### src/rtl/dsp_cfg_master.sv
// -----------------------------------------------------------------------------
// dsp_cfg_master
// Host-side initiator for the dsp_top configuration port. Burst commands come
// in over a valid/ready handshake and go out as single-word bus transactions.
// Write bursts stream words into coefficient memory. Read bursts return words
// on a one-cycle-pulse read stream.
//
// Parameters
//   READ_LAT     : bus read latency in cycles (1..4)
// Ports
//   clk, rst_n   : clock, asynchronous active-low reset
//   cmd_*        : burst command (rw: 1 = write, addr, len; len 0 means 1)
//   wr_*         : write-data stream (valid/ready)
//   rd_*         : read-data stream (valid pulse, data, last)
//   done         : one-cycle pulse at command completion
//   err          : sticky read-back mismatch flag
//   msg_in, rw, mem_addr, coeff_in, mem_read_out : dsp_top bus
// Optional feature
//   DSP_CFG_VERIFY_EN : when defined, every written word is read back and
//                       compared; a mismatch sets err.
// -----------------------------------------------------------------------------
module dsp_cfg_master #(
    parameter int READ_LAT = 2
) (
    input  logic       clk,
    input  logic       rst_n,
    input  logic       cmd_valid,
    output logic       cmd_ready,
    input  logic       cmd_rw,
    input  logic [9:0] cmd_addr,
    input  logic [7:0] cmd_len,
    input  logic       wr_valid,
    output logic       wr_ready,
    input  logic [7:0] wr_data,
    output logic       rd_valid,
    output logic [7:0] rd_data,
    output logic       rd_last,
    output logic       done,
    output logic       err,
    output logic       msg_in,
    output logic       rw,
    output logic [9:0] mem_addr,
    output logic [7:0] coeff_in,
    input  logic [7:0] mem_read_out
);

    typedef enum logic [2:0] {
        S_IDLE  = 3'd0,
        S_WRITE = 3'd1,
        S_READ  = 3'd2,
`ifdef DSP_CFG_VERIFY_EN
        S_VRD   = 3'd4,
        S_VWAIT = 3'd5,
`endif
        S_DRAIN = 3'd3
    } state_t;

    state_t                state_q;
    logic [9:0]            addr_q;
    logic [7:0]            cnt_q;        // words still to transfer
    logic                  dir_q;        // 1 = current burst is a write
    logic                  cmd_ready_q;
    logic                  wr_ready_q;
    logic                  msg_in_q;
    logic                  rw_q;
    logic [9:0]            mem_addr_q;
    logic [7:0]            coeff_in_q;
    logic                  issue_q;      // a stream read is on the bus this cycle
    logic                  issue_last_q; // ... and it is the final one
    logic [READ_LAT-1:0]   tag_v_q;      // in-flight read tags
    logic [READ_LAT-1:0]   tag_l_q;      // last-word marker per tag
    logic                  rd_valid_q;
    logic [7:0]            rd_data_q;
    logic                  rd_last_q;
    logic                  done_q;

    logic [9:0]            addr_d;
    logic [7:0]            cnt_d;
    logic                  wr_fire_s;
    logic                  last_s;
    logic                  pend_s;
    logic                  drain_done_s;

`ifdef DSP_CFG_VERIFY_EN
    localparam logic [2:0] LAT_W = 3'(READ_LAT);
    logic                  err_q;
    logic [2:0]            wcnt_q;
    logic                  cmp_pend_q;   // compare happens at the coming edge
    logic [7:0]            cmp_data_q;
    assign pend_s = cmp_pend_q;
    assign err    = err_q;
`else
    assign pend_s = 1'b0;
    assign err    = 1'b0;
`endif

    // Next-address/count arithmetic and completion condition for DRAIN.
    always_comb begin
        addr_d    = addr_q + 10'd1;   // wraps modulo 1024
        cnt_d     = cnt_q - 8'd1;
        wr_fire_s = wr_valid && wr_ready_q;
        last_s    = (cnt_q == 8'd1);
        // Writes finish once no verify compare is pending; reads finish on the
        // edge that ends the final rd_valid pulse.
        if (dir_q) begin
            drain_done_s = !pend_s;
        end else begin
            drain_done_s = rd_valid_q && rd_last_q;
        end
    end

    // Control FSM, bus driver, read-tag pipeline and read-data stream.
    always_ff @(posedge clk or negedge rst_n) begin
        if (!rst_n) begin
            state_q      <= S_IDLE;
            addr_q       <= 10'd0;
            cnt_q        <= 8'd0;
            dir_q        <= 1'b0;
            cmd_ready_q  <= 1'b0;
            wr_ready_q   <= 1'b0;
            msg_in_q     <= 1'b0;
            rw_q         <= 1'b0;
            mem_addr_q   <= 10'd0;
            coeff_in_q   <= 8'd0;
            issue_q      <= 1'b0;
            issue_last_q <= 1'b0;
            tag_v_q      <= {READ_LAT{1'b0}};
            tag_l_q      <= {READ_LAT{1'b0}};
            rd_valid_q   <= 1'b0;
            rd_data_q    <= 8'd0;
            rd_last_q    <= 1'b0;
            done_q       <= 1'b0;
`ifdef DSP_CFG_VERIFY_EN
            err_q        <= 1'b0;
            wcnt_q       <= 3'd0;
            cmp_pend_q   <= 1'b0;
            cmp_data_q   <= 8'd0;
`endif
        end else begin
            // Tag pipeline: tag k is valid READ_LAT-k cycles before the sample
            // edge, so the oldest tag marks the edge where mem_read_out is valid.
            tag_v_q[0] <= issue_q;
            tag_l_q[0] <= issue_last_q;
            for (int k = READ_LAT - 1; k > 0; k--) begin
                tag_v_q[k] <= tag_v_q[k-1];
                tag_l_q[k] <= tag_l_q[k-1];
            end
            rd_valid_q <= tag_v_q[READ_LAT-1];
            rd_last_q  <= tag_v_q[READ_LAT-1] && tag_l_q[READ_LAT-1];
            if (tag_v_q[READ_LAT-1]) begin
                rd_data_q <= mem_read_out;
            end else begin
                rd_data_q <= rd_data_q;
            end

            done_q       <= 1'b0;
            issue_q      <= 1'b0;
            issue_last_q <= 1'b0;

`ifdef DSP_CFG_VERIFY_EN
            if (cmp_pend_q) begin
                cmp_pend_q <= 1'b0;
                if (mem_read_out != cmp_data_q) begin
                    err_q <= 1'b1;
                end else begin
                    err_q <= err_q;
                end
            end else begin
                cmp_pend_q <= 1'b0;
            end
`endif

            case (state_q)
                S_IDLE: begin
                    msg_in_q <= 1'b0;
                    if (cmd_valid && cmd_ready_q) begin
                        cmd_ready_q <= 1'b0;
                        addr_q      <= cmd_addr;
                        cnt_q       <= (cmd_len == 8'd0) ? 8'd1 : cmd_len;
                        dir_q       <= cmd_rw;
                        wr_ready_q  <= cmd_rw;
                        state_q     <= cmd_rw ? S_WRITE : S_READ;
                    end else begin
                        cmd_ready_q <= 1'b1;
                    end
                end
                S_WRITE: begin
                    if (wr_fire_s) begin
                        msg_in_q   <= 1'b1;
                        rw_q       <= 1'b1;
                        mem_addr_q <= addr_q;
                        coeff_in_q <= wr_data;
                        addr_q     <= addr_d;
                        cnt_q      <= cnt_d;
`ifdef DSP_CFG_VERIFY_EN
                        wr_ready_q <= 1'b0;
                        cmp_data_q <= wr_data;
                        state_q    <= S_VRD;
`else
                        if (last_s) begin
                            wr_ready_q <= 1'b0;
                            state_q    <= S_DRAIN;
                        end else begin
                            wr_ready_q <= 1'b1;
                        end
`endif
                    end else begin
                        msg_in_q <= 1'b0;
                    end
                end
                S_READ: begin
                    msg_in_q     <= 1'b1;
                    rw_q         <= 1'b0;
                    mem_addr_q   <= addr_q;
                    addr_q       <= addr_d;
                    cnt_q        <= cnt_d;
                    issue_q      <= 1'b1;
                    issue_last_q <= last_s;
                    if (last_s) begin
                        state_q <= S_DRAIN;
                    end else begin
                        state_q <= S_READ;
                    end
                end
`ifdef DSP_CFG_VERIFY_EN
                S_VRD: begin
                    // Read back the address just written; mem_addr already holds it.
                    msg_in_q <= 1'b1;
                    rw_q     <= 1'b0;
                    wcnt_q   <= 3'd1;
                    state_q  <= S_VWAIT;
                end
                S_VWAIT: begin
                    msg_in_q <= 1'b0;
                    // Arm the compare and reopen wr_ready together, so the next
                    // word is taken on the same edge the compare is made.
                    if (wcnt_q == LAT_W) begin
                        cmp_pend_q <= 1'b1;
                        if (cnt_q == 8'd0) begin
                            state_q <= S_DRAIN;
                        end else begin
                            wr_ready_q <= 1'b1;
                            state_q    <= S_WRITE;
                        end
                    end else begin
                        wcnt_q <= wcnt_q + 3'd1;
                    end
                end
`endif
                S_DRAIN: begin
                    msg_in_q <= 1'b0;
                    if (drain_done_s) begin
                        done_q  <= 1'b1;
                        state_q <= S_IDLE;
                    end else begin
                        state_q <= S_DRAIN;
                    end
                end
                default: begin
                    msg_in_q    <= 1'b0;
                    wr_ready_q  <= 1'b0;
                    cmd_ready_q <= 1'b0;
                    state_q     <= S_IDLE;
                end
            endcase
        end
    end

    assign cmd_ready = cmd_ready_q;
    assign wr_ready  = wr_ready_q;
    assign rd_valid  = rd_valid_q;
    assign rd_data   = rd_data_q;
    assign rd_last   = rd_last_q;
    assign done      = done_q;
    assign msg_in    = msg_in_q;
    assign rw        = rw_q;
    assign mem_addr  = mem_addr_q;
    assign coeff_in  = coeff_in_q;

endmodule

### config.mk
export PLATFORM = sky130hd
export DESIGN_NAME = dsp_cfg_master
export DESIGN_NICKNAME = d
export VERILOG_FILES = /design/src/rtl/dsp_cfg_master.sv
export SDC_FILE = /design/constraint.sdc
export NUM_CORES = 1
export LEC_CHECK = 0
export ABC_AREA = 1
export CAP_MARGIN = 20
export CORE_MARGIN = 2
export CORE_UTILIZATION = 49
export DETAILED_ROUTE_END_ITERATION = 12
export GPL_TIMING_DRIVEN = 0
export PLACE_DENSITY = 0.82
export REMOVE_ABC_BUFFERS = 1
export SYNTH_ARGS = -nofsm -noshare
export SYNTH_HDL_FRONTEND = slang
export SYNTH_SLANG_ARGS = --single-unit
### constraint.sdc
create_clock -name clk -period 2 [get_ports clk]
set_input_delay 0.6 -clock clk [delete_from_list [all_inputs] [get_ports clk]]
set_output_delay 0.6 -clock clk [all_outputs]
set_load 0.02 [all_outputs]
==> results by stage, run 1 <==
Timing:
- The hold violation count in the final report came to 0.
- In the final timing run, aggregate negative setup slack is 0 ps.
- The timing-limited maximum frequency is 517.5 MHz.
- Setup repair after global routing could not meet its margin everywhere.
- The worst slew slack as a fraction of its limit is 0.6187.
- Subtracting the final worst setup slack from the clock period gives 1932 ps.
- The total count of max-transition violations in the final report is 0.
- Across all hold checks on the routed design, the worst slack comes to 229.5 ps.
- The number of setup violations in the final report is 0.
- Setup slack closes at 67.66 ps.
- The worst clock skew on the final layout is 9.882 ps.
- The post-route clock period utilization is 0.9662.
- For the pin with the worst max-slew slack, the measured transition is 569.7 ps.

Setup path:
- The critical path ends at mem_addr[0].
- The startpoint of the most critical register-to-register path is state_q[1].
- The largest stage delay on the critical path is 640 ps.
- STA classifies the critical path startpoint as a register.
- Among cell families on the critical path, the largest total delay comes from buffers and inverters.
- Measured in cells, the most critical reg-to-reg path has a length of 9.
- In this run the worst path has a maximum fanout of 2.
- In this run the register-to-register setup slack is 130 ps.
- The data required time of the critical path is 1400 ps.
- On the critical path, the stage with the largest delay is an instance of sky130_fd_sc_hd__clkdlybuf4s50_1.
- The cell count along the critical path is 1.
- The worst path arrival time is 1330 ps.
- The endpoint of the worst-slack reg-to-reg timing path is cnt_q[6].
- The launch point of the worst path is mem_addr[0].
- Walking the worst path, the cells encountered are clkdlybuf4s50_1.
- The number of buffer and inverter stages on the critical path is 1.
- The category of the worst setup path capture point is an output port.
- The category of the critical setup timing path is register to output port.

Global route:
- The number of antenna violations at the first check in global routing is 0.
- The via count of the first global-routing pass is 2439.
- The global-route congestion overflow total is 0.
- Entering global routing, the biggest net connects 39 pins.
- The all-layer global routing usage is 0.2179.
- The first global-routing pass estimated 10.96 mm of wire.

Clock network:
- The clock insertion delay at the later pin of the skew report is 340 ps.
- The clock net sink count is 60.
- The master cell of the clock root buffer is sky130_fd_sc_hd__clkbuf_8.
- Counting along the longest clock path gives a buffer depth of 2.
- The TritonCTS clock tree is built.
- The CTS buffer count is 9.
- The total number of H-tree levels is 3.
- Clock-pin slew was measured on the worst setup and hold paths at 70 ps.
- The post-CTS setup buffer count is 0.
- The total of hold buffers inserted after clock tree synthesis is 0.

Logic synthesis:
- The Yosys warning count is 0.
- After technology mapping, the gate count stands at 346.
- Dividing the synthesized area by the synthesized cell count gives 8.502 sq um.
- For this run, the register share of the synthesized area comes to 0.5104.
- Counting distinct cell types in the post-synthesis netlist gives 28.
- The cell area after synthesis is 2942 sq um.
- In this run, synthesis produced a sequential element count of 60.

Final layout:
- In the final layout, the multi-input gates occupy 1275 sq um.
- Registers take 1501 sq um.
- The antenna diode instance count is 0.
- The most common library cell in the layout ignoring fill and taps is sky130_fd_sc_hd__nand2_1.
- The final cell count without fillers is 500.
- In the final layout, the share of cells above drive strength 1 is 0.1129.
- The layout overhead on the synthesized area is 33.90%.
- In the final design database the tool counted 467 nets.
- In the layout the commonest cells are sky130_fd_sc_hd__nand2_1 (103), sky130_fd_sc_hd__clkdlybuf4s50_1 (68), sky130_fd_sc_hd__dfrtp_1 (60), sky130_fd_sc_hd__nor2_1 (44), sky130_fd_sc_hd__inv_1 (32).
- After filler insertion, the fill cell instance count of the layout stands at 437.
- With fillers left out, the area of the finished cells amounts to 3939 sq um.

Placement:
- The setup slack at placement is -581.8 ps.
- The HPWL after detailed placement is 4.543 mm.
- At the end of routability-driven placement, the weighted congestion stood at 0.8551.
- Once placement finished, the instance area stood at 3696 sq um.
- Counting tap cells, the placed design contains a total of 483 instances.
- The count of buffers added on input and output ports is 71.

Power and ir drop:
- The sequential group share of total power is 0.496.
- In this run the power spent charging and discharging nets is 0.5198 mW.
- For this design the ratio of total power to cell area is 621.0 nW/um^2.
- The internal power is 1.926 mW.
- The combinational group share of total power is 0.049.
- VDD sags by at most 0.3534 mV.
- In this run the static leakage power is 1.905 nW.
- Of the total power, the share spent switching nets is 0.2125.
- The share of total power dissipated in the clock network is 0.455.

Drt:
- The number of remaining DRC errors is 0.
- Using the TritonRoute via totals, the vias-per-cell ratio works out to 5.060.
- The routed layout has 2530 vias.
- The first TritonRoute pass finished after 5 iterations.
- The DRC violation total after the first TritonRoute iteration is 129.
- After detailed routing, the average wire length per cell comes to 13.55 microns.
- The total length of routed wires is 6.774 mm.
- The detail route stage leaves a number of antenna-violating nets equal to 0.

Die:
- In this run the count of I/O pins placed on the die edge is 73.
- The height of the chip is 81.48 microns.
- The standard-cell row count is 28.
- From left edge to right edge, the die measures 81.48 microns.
- The placeable core region is 5851 sq um.
- The initial utilization of the core area, before any placement, comes to 0.5028.
- The die outline area is 6639 sq um.

Worst hold path:
- The path category of the worst min-delay check is input port to asynchronous set/reset pin.

Status:
- The flow ran to the end, and the final reports show no timing, DRC or antenna violations.

Job:
- Max-cap violations in this run came to 0.
[area by class of cell]
type / instances / area share
flip-flops and latches: 60 / 0.3812
multi-input cells: 243 / 0.3237
well taps: 75 / 0.02382
inverters: 33 / 0.03145
repair buffers: 73 / 0.1884
clock buffers: 12 / 0.03939
clock inverters: 4 / 0.01207
[cell usage after synthesis (all sizes together)]
cell type / count / area share
o21ai: 26 / 0.049
xor2: 1 / 0.0030
nor2: 44 / 0.056
mux2i: 2 / 0.0068
nand4: 4 / 0.0085
nand3: 23 / 0.041
clkbuf: 4 / 0.0055
nand3b: 1 / 0.0026
nor3: 2 / 0.0034
mux2: 16 / 0.061
conb: 1 / 0.0013
dfrtp: 60 / 0.51
a21oi: 7 / 0.014
inv: 33 / 0.042
ha: 8 / 0.034
or2: 3 / 0.0064
nand2: 104 / 0.13
buf: 7 / 0.020
[registers in the layout (all words and copies together) (netlist names)]
signal / count
addr_q: 10
cmd_ready: 1
cnt_q: 8
coeff_in: 8
dir_q: 1
done: 1
issue_last_q: 1
issue_q: 1
mem_addr: 10
msg_in: 1
rd_data: 8
rd_last: 1
rd_valid: 1
rw: 1
state_q: 2
tag_l_q: 2
tag_v_q: 2
wr_ready: 1
[per-stage QoR]
stage	utilization	power [mW]
floorplan	-	1.250
global placement	0.6272	1.353
detailed placement	0.6317	1.357
CTS	0.6696	2.460
global route	0.6732	2.547
finish	0.6732	2.446
[kinds of logic after synthesis]
logic type | synth area share
simple gates | 0.2514
flops | 0.5104
buf+inv | 0.06805
compound gates | 0.06381
mux | 0.06806
fa+ha+maj | 0.03403
other cells | 0.001275
xor+xnor | 0.002978
[power groups by stage]
stage	clock network, mW	logic (mW)	registers [mW]
6_report	1.11	0.120	1.21
5_1_grt	1.20	0.131	1.21
4_1_cts	1.13	0.122	1.21
3_5_place_dp	0	0.121	1.24
3_3_place_gp	0	0.116	1.24
2_1_floorplan	0	0.0140	1.24
[timing repair]
action                     4_1_cts  5_1_grt
resized for setup                2        5
setup endpoints to repair       19       20
cloned                           1        0
pin swaps                        1        0
[how the worst min path moves through the flow]
| stage | cells after the start | to |
|---|---|---|
| final | 1 | rd_data[2] |
| after global routing | 1 | coeff_in[5] |
| after CTS | 1 | addr_q[1] |
| after detailed placement | 0 | tag_l_q[1] |
| after global placement | 0 | tag_v_q[1] |
| after floorplan | 0 | addr_q[0] |
[per-layer routing]
metal | routed length (microns) | part of all wire | global-route usage | up-vias
met4 | 89 | 0.013 | 0.07797 | 0
met2 | 3338 | 0.49 | 0.3746 | 96
met3 | 610 | 0.090 | 0.07473 | 11
met1 | 2736 | 0.40 | 0.2522 | 1183
li1 | - | - | - | 1240
met5 | 0 | 0 | 0 | -
[worst reg2reg max path: stages, from the launching register on]
cell and delay [ps]:
sky130_fd_sc_hd__dfrtp_1 420, sky130_fd_sc_hd__inv_1 150, sky130_fd_sc_hd__ha_1 350, sky130_fd_sc_hd__nand2_1 160, sky130_fd_sc_hd__nand2_2 110, sky130_fd_sc_hd__inv_2 80, sky130_fd_sc_hd__o21ai_4 220, sky130_fd_sc_hd__nor2_1 130
sky130_fd_sc_hd__nand2_1 90, sky130_fd_sc_hd__nand2_1 50
Note: power is estimated with default switching activity, not from simulation.
==> inputs of run 2 (changes only) <==
--- a/config.mk
+++ b/config.mk
@@ -7,11 +7,13 @@
 export LEC_CHECK = 0
 export ABC_AREA = 1
 export CAP_MARGIN = 20
+export CELL_PAD_IN_SITES_DETAIL_PLACEMENT = 0
+export CELL_PAD_IN_SITES_GLOBAL_PLACEMENT = 1
 export CORE_MARGIN = 2
-export CORE_UTILIZATION = 49
+export CORE_UTILIZATION = 36
 export DETAILED_ROUTE_END_ITERATION = 12
 export GPL_TIMING_DRIVEN = 0
-export PLACE_DENSITY = 0.82
+export PLACE_DENSITY = 0.81
 export REMOVE_ABC_BUFFERS = 1
 export SYNTH_ARGS = -nofsm -noshare
 export SYNTH_HDL_FRONTEND = slang
==> run 2 against run 1 <==
Against the previous run: routed wire length is 2.9% lower; worst setup slack worse by 23 ps; worst hold slack better by 13 ps; count of clock-buffer cells in the layout is 1 lower; highest routed layer unchanged; global-route usage is 5.9 points lower; sequential share of layout area is 0.65 points lower; largest cell class unchanged; fmax is 1.2% lower; cell count is 6.0% higher; sequential cell count stayed put; first-iteration DRC count is 34% lower; combinational power hardly changed; final area is 1.7% higher; critical endpoint is now cmd_ready.
==> results by stage, run 2 (same netlist as run 1, synthesis figures left out) <==
Die:
- The height of the chip came to 94.40 microns (was 81.48 microns).
- The standard-cell row count is 32 (was 28).
- The width of the chip is 94.40 microns (was 81.48 microns).
- The number of top-level pins is 73 (unchanged).
- The starting density of the core is 0.3768 (was 0.5028).
- The placeable core region was 7807 sq um (was 5851 sq um).
- The die outline area is 8910 sq um (was 6639 sq um).

Setup path:
- The largest stage delay on the critical path came to 630 ps (was 640 ps).
- The nature of the critical path startpoint is a register (unchanged).
- The number of buffer and inverter stages on the critical path is 1 (unchanged).
- The cell family contributing the most delay on the critical path is buffers and inverters (unchanged).
- The slowest cell on the critical path is sky130_fd_sc_hd__clkdlybuf4s50_1 (unchanged).
- The category of the worst setup path capture point is an output port (unchanged).
- The maximum fanout along the worst path is 4 (was 2).
- The cell count of the worst reg-to-reg path is 10 (was 9).
- The worst path arrival time is 1360 ps (was 1330 ps).
- Ordered cell list for the critical path: clkdlybuf4s50_1 (unchanged).
- The category of the critical setup timing path is register to output port (unchanged).
- The reg2reg setup slack came to 140 ps (was 130 ps).
- The data required time of the critical path was 1400 ps (about the same).
- The endpoint of the worst-slack reg-to-reg timing path is addr_q[4] (was cnt_q[6]).
- The startpoint of the most critical register-to-register path is state_q[1] (unchanged).

Drt:
- The number of vias per cell was 4.634 (was 5.060).
- The total iterations of the first detailed-routing run is 4 (was 5).
- The routed length per instance was 12.41 microns (was 13.55 microns).
- The count of vias placed by the detailed router came to 2456 (was 2530).
- The DRC violation total after the first TritonRoute iteration was 85 (was 129).
- The post-route antenna net violation count is 0 (unchanged).
- The total length of routed wires was 6.576 mm (was 6.774 mm).
- The number of remaining DRC errors came to 0 (unchanged).

Power and ir drop:
- The power per cell area was 603.9 nW/um^2 (was 621.0 nW/um^2).
- The static leakage is 1.940 nW (was 1.905 nW).
- The worst ir drop on vdd is 0.2669 mV (was 0.3534 mV).

Global route:
- The number of antenna violations at the first check in global routing is 0 (unchanged).
- The all-layer global routing usage was 0.1588 (was 0.2179).
- The wire length of the first global-routing pass is 10.97 mm (was 10.96 mm).
- The via count of the first global-routing pass is 2409 (was 2439).
- The pin count of the biggest net entering global routing is 40 (was 39).
- The global-route congestion overflow total came to 0 (unchanged).

Clock network:
- The clock-pin slew on the worst setup and hold paths is 70 ps (about the same).
- The maximum buffer depth of the clock tree is 2 (unchanged).
- The total number of H-tree levels is 3 (unchanged).
- The clock insertion delay at the later pin of the skew report is 330 ps (was 340 ps).
- The TritonCTS clock tree is built (unchanged).
- The total of hold buffers inserted after clock tree synthesis was 0 (unchanged).
- The master cell of the clock root buffer is sky130_fd_sc_hd__clkbuf_8 (unchanged).
- The CTS buffer count is 9 (unchanged).
- The clock net sink count is 60 (unchanged).

Placement:
- The total placed cells including tap cells is 511 (was 483).
- The number of buffer cells added on primary ports came to 71 (unchanged).
- The standard cell area after detailed placement is 3754 sq um (was 3696 sq um).
- The setup slack at placement is -250.3 ps (was -581.8 ps).
- The post-DP HPWL came to 4.640 mm (was 4.543 mm).
- The last weighted congestion value of the routability-driven placer is 0.7621 (was 0.8551).

Timing:
- The number of setup violations in the final report is 0 (unchanged).
- The timing-limited maximum frequency came to 511.3 MHz (was 517.5 MHz).
- The worst slew slack as a fraction of its limit is 0.6163 (was 0.6187).
- The post-route minimum period is 1956 ps (was 1932 ps).
- The hold violation count in the final report is 0 (unchanged).
- The final-layout setup total negative slack is 0 ps (unchanged).
- The worst clock skew on the final layout is 7.154 ps (was 9.882 ps).
- The transition time of the tightest slew-check pin is 573.4 ps (was 569.7 ps).
- RSZ-0062 raised after global routing: no (was yes).
- The total count of max-transition violations in the final report was 0 (unchanged).
- The final worst setup slack was 44.22 ps (was 67.66 ps).
- The post-route clock period utilization is 0.9779 (was 0.9662).

Final layout:
- The layout overhead on the synthesized area is 36.24% (was 33.90%).
- The share of layout cells above drive strength 1 is 0.1192 (was 0.1129).
- The final cell count without fillers came to 530 (was 500).
- The most common library cell in the layout ignoring fill and taps is sky130_fd_sc_hd__nand2_1 (unchanged).
- The final design area excluding fillers is 4008 sq um (was 3939 sq um).
- Most frequent cells in the layout: sky130_fd_sc_hd__nand2_1 (103), sky130_fd_sc_hd__clkdlybuf4s50_1 (69), sky130_fd_sc_hd__dfrtp_1 (60), sky130_fd_sc_hd__nor2_1 (44), sky130_fd_sc_hd__inv_1 (32) (was sky130_fd_sc_hd__nand2_1 (103), sky130_fd_sc_hd__clkdlybuf4s50_1 (68), sky130_fd_sc_hd__dfrtp_1 (60), sky130_fd_sc_hd__nor2_1 (44), sky130_fd_sc_hd__inv_1 (32)).
- The net count reported at finish is 470 (was 467).
- The antenna diode instance count came to 0 (unchanged).
- The final design utilization came to 0.5133 (was 0.6732).

Job:
- The number of max-cap violations is 0 (unchanged).

Worst hold path:
- The path category of the worst min-delay check is input port to asynchronous set/reset pin (unchanged).

Status:
- Run status: finished clean (unchanged).
## run 2: final cells by class
cell class | instances | area (sq um)
Clock inverter | 5 | 50.05
Multi-Input combinational cell | 243 | 1262
Timing Repair Buffer | 76 | 790.8
Clock buffer | 11 | 151.4
Tap cell | 102 | 127.6
Inverter | 33 | 123.9
Fill cell | 770 | 3800
Sequential cell | 60 | 1501
## run 2: worst max path at each step
stage,from,end,slack [ps],cells after the start
after floorplan,state_q[0],mem_addr[0],-50,4
after global placement,rst_n,cnt_q[0],-1670,1
after detailed placement,state_q[0],cnt_q[6],-250,6
after CTS,wr_ready,wr_ready,20,1
after global routing,state_q[0],cnt_q[1],6,8
final,cmd_ready,cmd_ready,40,1
## run 2: per-stage QoR
step | total power [mW] | hold WS [ps]
after floorplan | 1.250 | 304.4
after detailed placement | 1.358 | 337.2
after global placement | 1.354 | 331.6
after CTS | 2.456 | 250.3
final | 2.420 | 242.2
after global routing | 2.515 | 284.7
## run 2: metal layers
| layer | vias up | GRT usage | share of wire |
|---|---|---|---|
| li1 | 1255 | - | - |
| met4 | 0 | 0.07246 | 0.011 |
| met3 | 6 | 0.03192 | 0.078 |
| met1 | 1109 | 0.2060 | 0.47 |
| met5 | - | 0 | 0 |
| met2 | 86 | 0.2565 | 0.44 |
## run 2: report_power, final
group	internal, mW	switching, mW
combinational	0.0735	0.0455
clock	0.634	0.453
sequential	1.21	0
total	1.92	0.499
## run 2: timing repair
| action | 4_1_cts | 5_1_grt |
|---|---|---|
| cloned | 1 | 0 |
| pin swaps | 1 | 1 |
| buffers inserted | 0 | 2 |
| resized for setup | 1 | 3 |
| endpoints found under the setup margin | 18 | 19 |
==> inputs of run 3 (changes only) <==
--- a/config.mk
+++ b/config.mk
@@ -15,6 +15,7 @@
 export GPL_TIMING_DRIVEN = 0
 export PLACE_DENSITY = 0.81
 export REMOVE_ABC_BUFFERS = 1
+export SLEW_MARGIN = 20
 export SYNTH_ARGS = -nofsm -noshare
 export SYNTH_HDL_FRONTEND = slang
 export SYNTH_SLANG_ARGS = --single-unit
==> run 3 against run 2 <==
Against the previous run: sequential share of layout area rose by 0.21 points; clock skew down 1.8 ps; non-clock buffer count is 2 lower; fmax up 0.92%; global-route usage is essentially flat; first-iteration DRC count is 15% higher; worst setup slack better by 18 ps; combinational power is essentially flat; sequential power is essentially flat; utilization decreased by 0.29 points; routed wire length grew 0.52%; critical path type unchanged; largest power group unchanged.
==> results by stage, run 3 (same netlist as run 1, synthesis figures left out) <==
Global route:
- The via count of the first global-routing pass is 2373 (was 2409).
- The wire length of the first global-routing pass is 10.97 mm (unchanged).
- The global-route congestion overflow total was 0 (unchanged).
- The pin count of the biggest net entering global routing is 48 (was 40).
- The all-layer global routing usage is 0.1593 (was 0.1588).
- The number of antenna violations at the first check in global routing came to 0 (unchanged).

Placement:
- The setup slack at placement is -290.2 ps (was -250.3 ps).
- The post-DP HPWL came to 4.630 mm (was 4.640 mm).
- The last weighted congestion value of the routability-driven placer came to 0.7621 (unchanged).
- The total placed cells including tap cells came to 510 (was 511).
- The number of buffer cells added on primary ports is 71 (unchanged).

Setup path:
- The startpoint of the most critical register-to-register path was state_q[1] (unchanged).
- The maximum fanout along the worst path is 4 (unchanged).
- The number of buffer and inverter stages on the critical path is 1 (unchanged).
- The nature of the critical path startpoint is a register (unchanged).
- The slowest cell on the critical path is sky130_fd_sc_hd__clkdlybuf4s50_1 (unchanged).
- The category of the critical setup timing path was register to output port (unchanged).
- The cell count of the worst reg-to-reg path was 10 (unchanged).
- The cell family contributing the most delay on the critical path is buffers and inverters (unchanged).
- The largest stage delay on the critical path was 620 ps (was 630 ps).
- Ordered cell list for the critical path: clkdlybuf4s50_1 (unchanged).
- The reg2reg setup slack is 220 ps (was 140 ps).
- The worst path arrival time is 1340 ps (was 1360 ps).
- The data required time of the critical path was 1400 ps (about the same).
- The endpoint of the worst-slack reg-to-reg timing path was addr_q[3] (was addr_q[4]).
- The category of the worst setup path capture point is an output port (unchanged).

Drt:
- The number of vias per cell is 4.666 (was 4.634).
- The DRC violation total after the first TritonRoute iteration is 98 (was 85).
- The number of remaining DRC errors is 0 (unchanged).
- The routed length per instance was 12.54 microns (was 12.41 microns).
- The post-route antenna net violation count is 0 (unchanged).
- The total length of routed wires is 6.610 mm (was 6.576 mm).
- The count of vias placed by the detailed router is 2459 (was 2456).
- The total iterations of the first detailed-routing run is 4 (unchanged).

Clock network:
- The CTS buffer count was 9 (unchanged).
- The maximum buffer depth of the clock tree was 2 (unchanged).
- The total number of H-tree levels came to 3 (unchanged).
- The clock insertion delay at the later pin of the skew report is 330 ps (about the same).
- The clock-pin slew on the worst setup and hold paths is 60 ps (was 70 ps).
- The master cell of the clock root buffer was sky130_fd_sc_hd__clkbuf_8 (unchanged).
- The clock net sink count is 60 (unchanged).
- The total of hold buffers inserted after clock tree synthesis is 0 (unchanged).
- The TritonCTS clock tree is built (unchanged).

Power and ir drop:
- The static leakage is 1.917 nW (was 1.940 nW).
- The total design power was 2.364 mW (was 2.420 mW).
- The combinational group share of total power was 0.051 (was 0.049).
- The worst ir drop on vdd came to 0.2990 mV (was 0.2669 mV).
- The sequential group share of total power is 0.513 (was 0.501).
- The net load switching power was 0.4972 mW (was 0.4989 mW).
- The part of the total power dissipated in the clock network came to 0.435 (was 0.449).
- The share of total power consumed by net switching is 0.2103 (was 0.2061).
- The power per cell area is 593.2 nW/um^2 (was 603.9 nW/um^2).
- The internal power is 1.867 mW (was 1.921 mW).

Final layout:
- The combined area of the multi-input logic cells is 1275 sq um (was 1262 sq um).
- The most common library cell in the layout ignoring fill and taps is sky130_fd_sc_hd__nand2_1 (unchanged).
- The layout overhead on the synthesized area is 35.47% (was 36.24%).
- Most frequent cells in the layout: sky130_fd_sc_hd__nand2_1 (103), sky130_fd_sc_hd__clkdlybuf4s50_1 (69), sky130_fd_sc_hd__dfrtp_1 (60), sky130_fd_sc_hd__nor2_1 (44), sky130_fd_sc_hd__inv_1 (32) (unchanged).
- The net count reported at finish was 468 (was 470).
- The antenna diode instance count came to 0 (unchanged).
- The area taken by flip-flops and latches is 1501 sq um (unchanged).
- The share of layout cells above drive strength 1 is 0.1129 (was 0.1192).
- The final cell count without fillers is 527 (was 530).
- The final design utilization is 0.5104 (was 0.5133).
- The number of fill cells in the layout is 747 (was 770).

Die:
- The width of the chip is 94.40 microns (unchanged).
- The placeable core region is 7807 sq um (unchanged).
- The starting density of the core is 0.3768 (unchanged).
- The die outline area was 8910 sq um (unchanged).
- The number of top-level pins was 73 (unchanged).
- The standard-cell row count is 32 (unchanged).
- The height of the chip is 94.40 microns (unchanged).

Timing:
- The final worst setup slack came to 62.06 ps (was 44.22 ps).
- The total count of max-transition violations in the final report is 0 (unchanged).
- The final-layout setup total negative slack is 0 ps (unchanged).
- The worst slew slack as a fraction of its limit is 0.6040 (was 0.6163).
- The transition time of the tightest slew-check pin was 591.7 ps (was 573.4 ps).
- The hold violation count in the final report is 0 (unchanged).
- The number of setup violations in the final report is 0 (unchanged).
- The timing-limited maximum frequency is 516.0 MHz (was 511.3 MHz).
- RSZ-0062 raised after global routing: no (unchanged).
- The post-route clock period utilization came to 0.9690 (was 0.9779).
- The post-route minimum period is 1938 ps (was 1956 ps).
- The worst clock skew on the final layout is 5.332 ps (was 7.154 ps).

Worst hold path:
- The path category of the worst min-delay check is input port to asynchronous set/reset pin (unchanged).

Status:
- Run status: finished clean (unchanged).

Job:
- The number of max-cap violations is 0 (unchanged).
## run 3: changes by cell type in the layout (fill, tap and decap cells not counted)
cell                        change
sky130_fd_sc_hd__buf_12         -1
sky130_fd_sc_hd__buf_2          -1
sky130_fd_sc_hd__buf_4          -1
sky130_fd_sc_hd__buf_6          +1
sky130_fd_sc_hd__bufinv_16      -1
sky130_fd_sc_hd__clkbuf_1       +1
sky130_fd_sc_hd__clkbuf_8       +2
sky130_fd_sc_hd__clkinv_2       -3
sky130_fd_sc_hd__ha_1           -1
sky130_fd_sc_hd__ha_4           +1
## run 3: worst max-delay path by stage
stage	from	end	slack, ps	depth (start not counted)
after floorplan	state_q[0]	mem_addr[0]	-50	4
after global placement	rst_n	cnt_q[0]	-1670	1
after detailed placement	state_q[0]	cnt_q[4]	-290	6
after CTS	wr_ready	wr_ready	20	1
after global routing	cmd_ready	cmd_ready	5	1
final	cmd_ready	cmd_ready	60	1
## run 3: final cells by class
cell class                      instances  share of cell area
Tap cell                              102             0.03203
Timing Repair Buffer                   74              0.1931
Multi-Input combinational cell        243              0.3199
Clock inverter                          1            0.001256
Inverter                               33             0.03108
Clock buffer                           14             0.04584
Sequential cell                        60              0.3768
## run 3: metrics by stage
| stage | hold WS, ps | cell area, sq um |
|---|---|---|
| after global placement | 331.6 | 3704 |
| after floorplan | 304.4 | 2865 |
| after detailed placement | 337.2 | 3746 |
| final | 119.5 | 3985 |
| after CTS | 111.4 | 3980 |
| after global routing | 121.8 | 3985 |
## run 3: power groups by stage
stage               Sequential [mW]  Clock, mW  Combinational (mW)
CTS                            1.21       1.05               0.125
finish                         1.21       1.03               0.121
detailed placement             1.24          0               0.124
global route                   1.21       1.12               0.133
global placement               1.24          0               0.117
floorplan                      1.24          0              0.0140
## run 3: layer usage
metal / track usage / part of all wire
met3: 0.02873 / 0.067
met4: 0.07246 / 0.017
met5: 0 / 0
met1: 0.2064 / 0.47
met2: 0.2601 / 0.44
## run 3: timing repair
action,CTS,global route
resized for setup,2,2
cloned,1,0
pin swaps,1,0
setup endpoints to repair,18,16
buffers inserted,1,0
## run 3: worst register-to-register path: stages (launching register included)
cell and delay (ps):
sky130_fd_sc_hd__dfrtp_1 410, sky130_fd_sc_hd__inv_1 160, sky130_fd_sc_hd__ha_1 360, sky130_fd_sc_hd__nand2_1 150, sky130_fd_sc_hd__nand2_2 110, sky130_fd_sc_hd__inv_2 70, sky130_fd_sc_hd__o21ai_4 70, sky130_fd_sc_hd__buf_12 180
sky130_fd_sc_hd__nor2_1 50, sky130_fd_sc_hd__nand2_1 60, sky130_fd_sc_hd__nand2_1 50
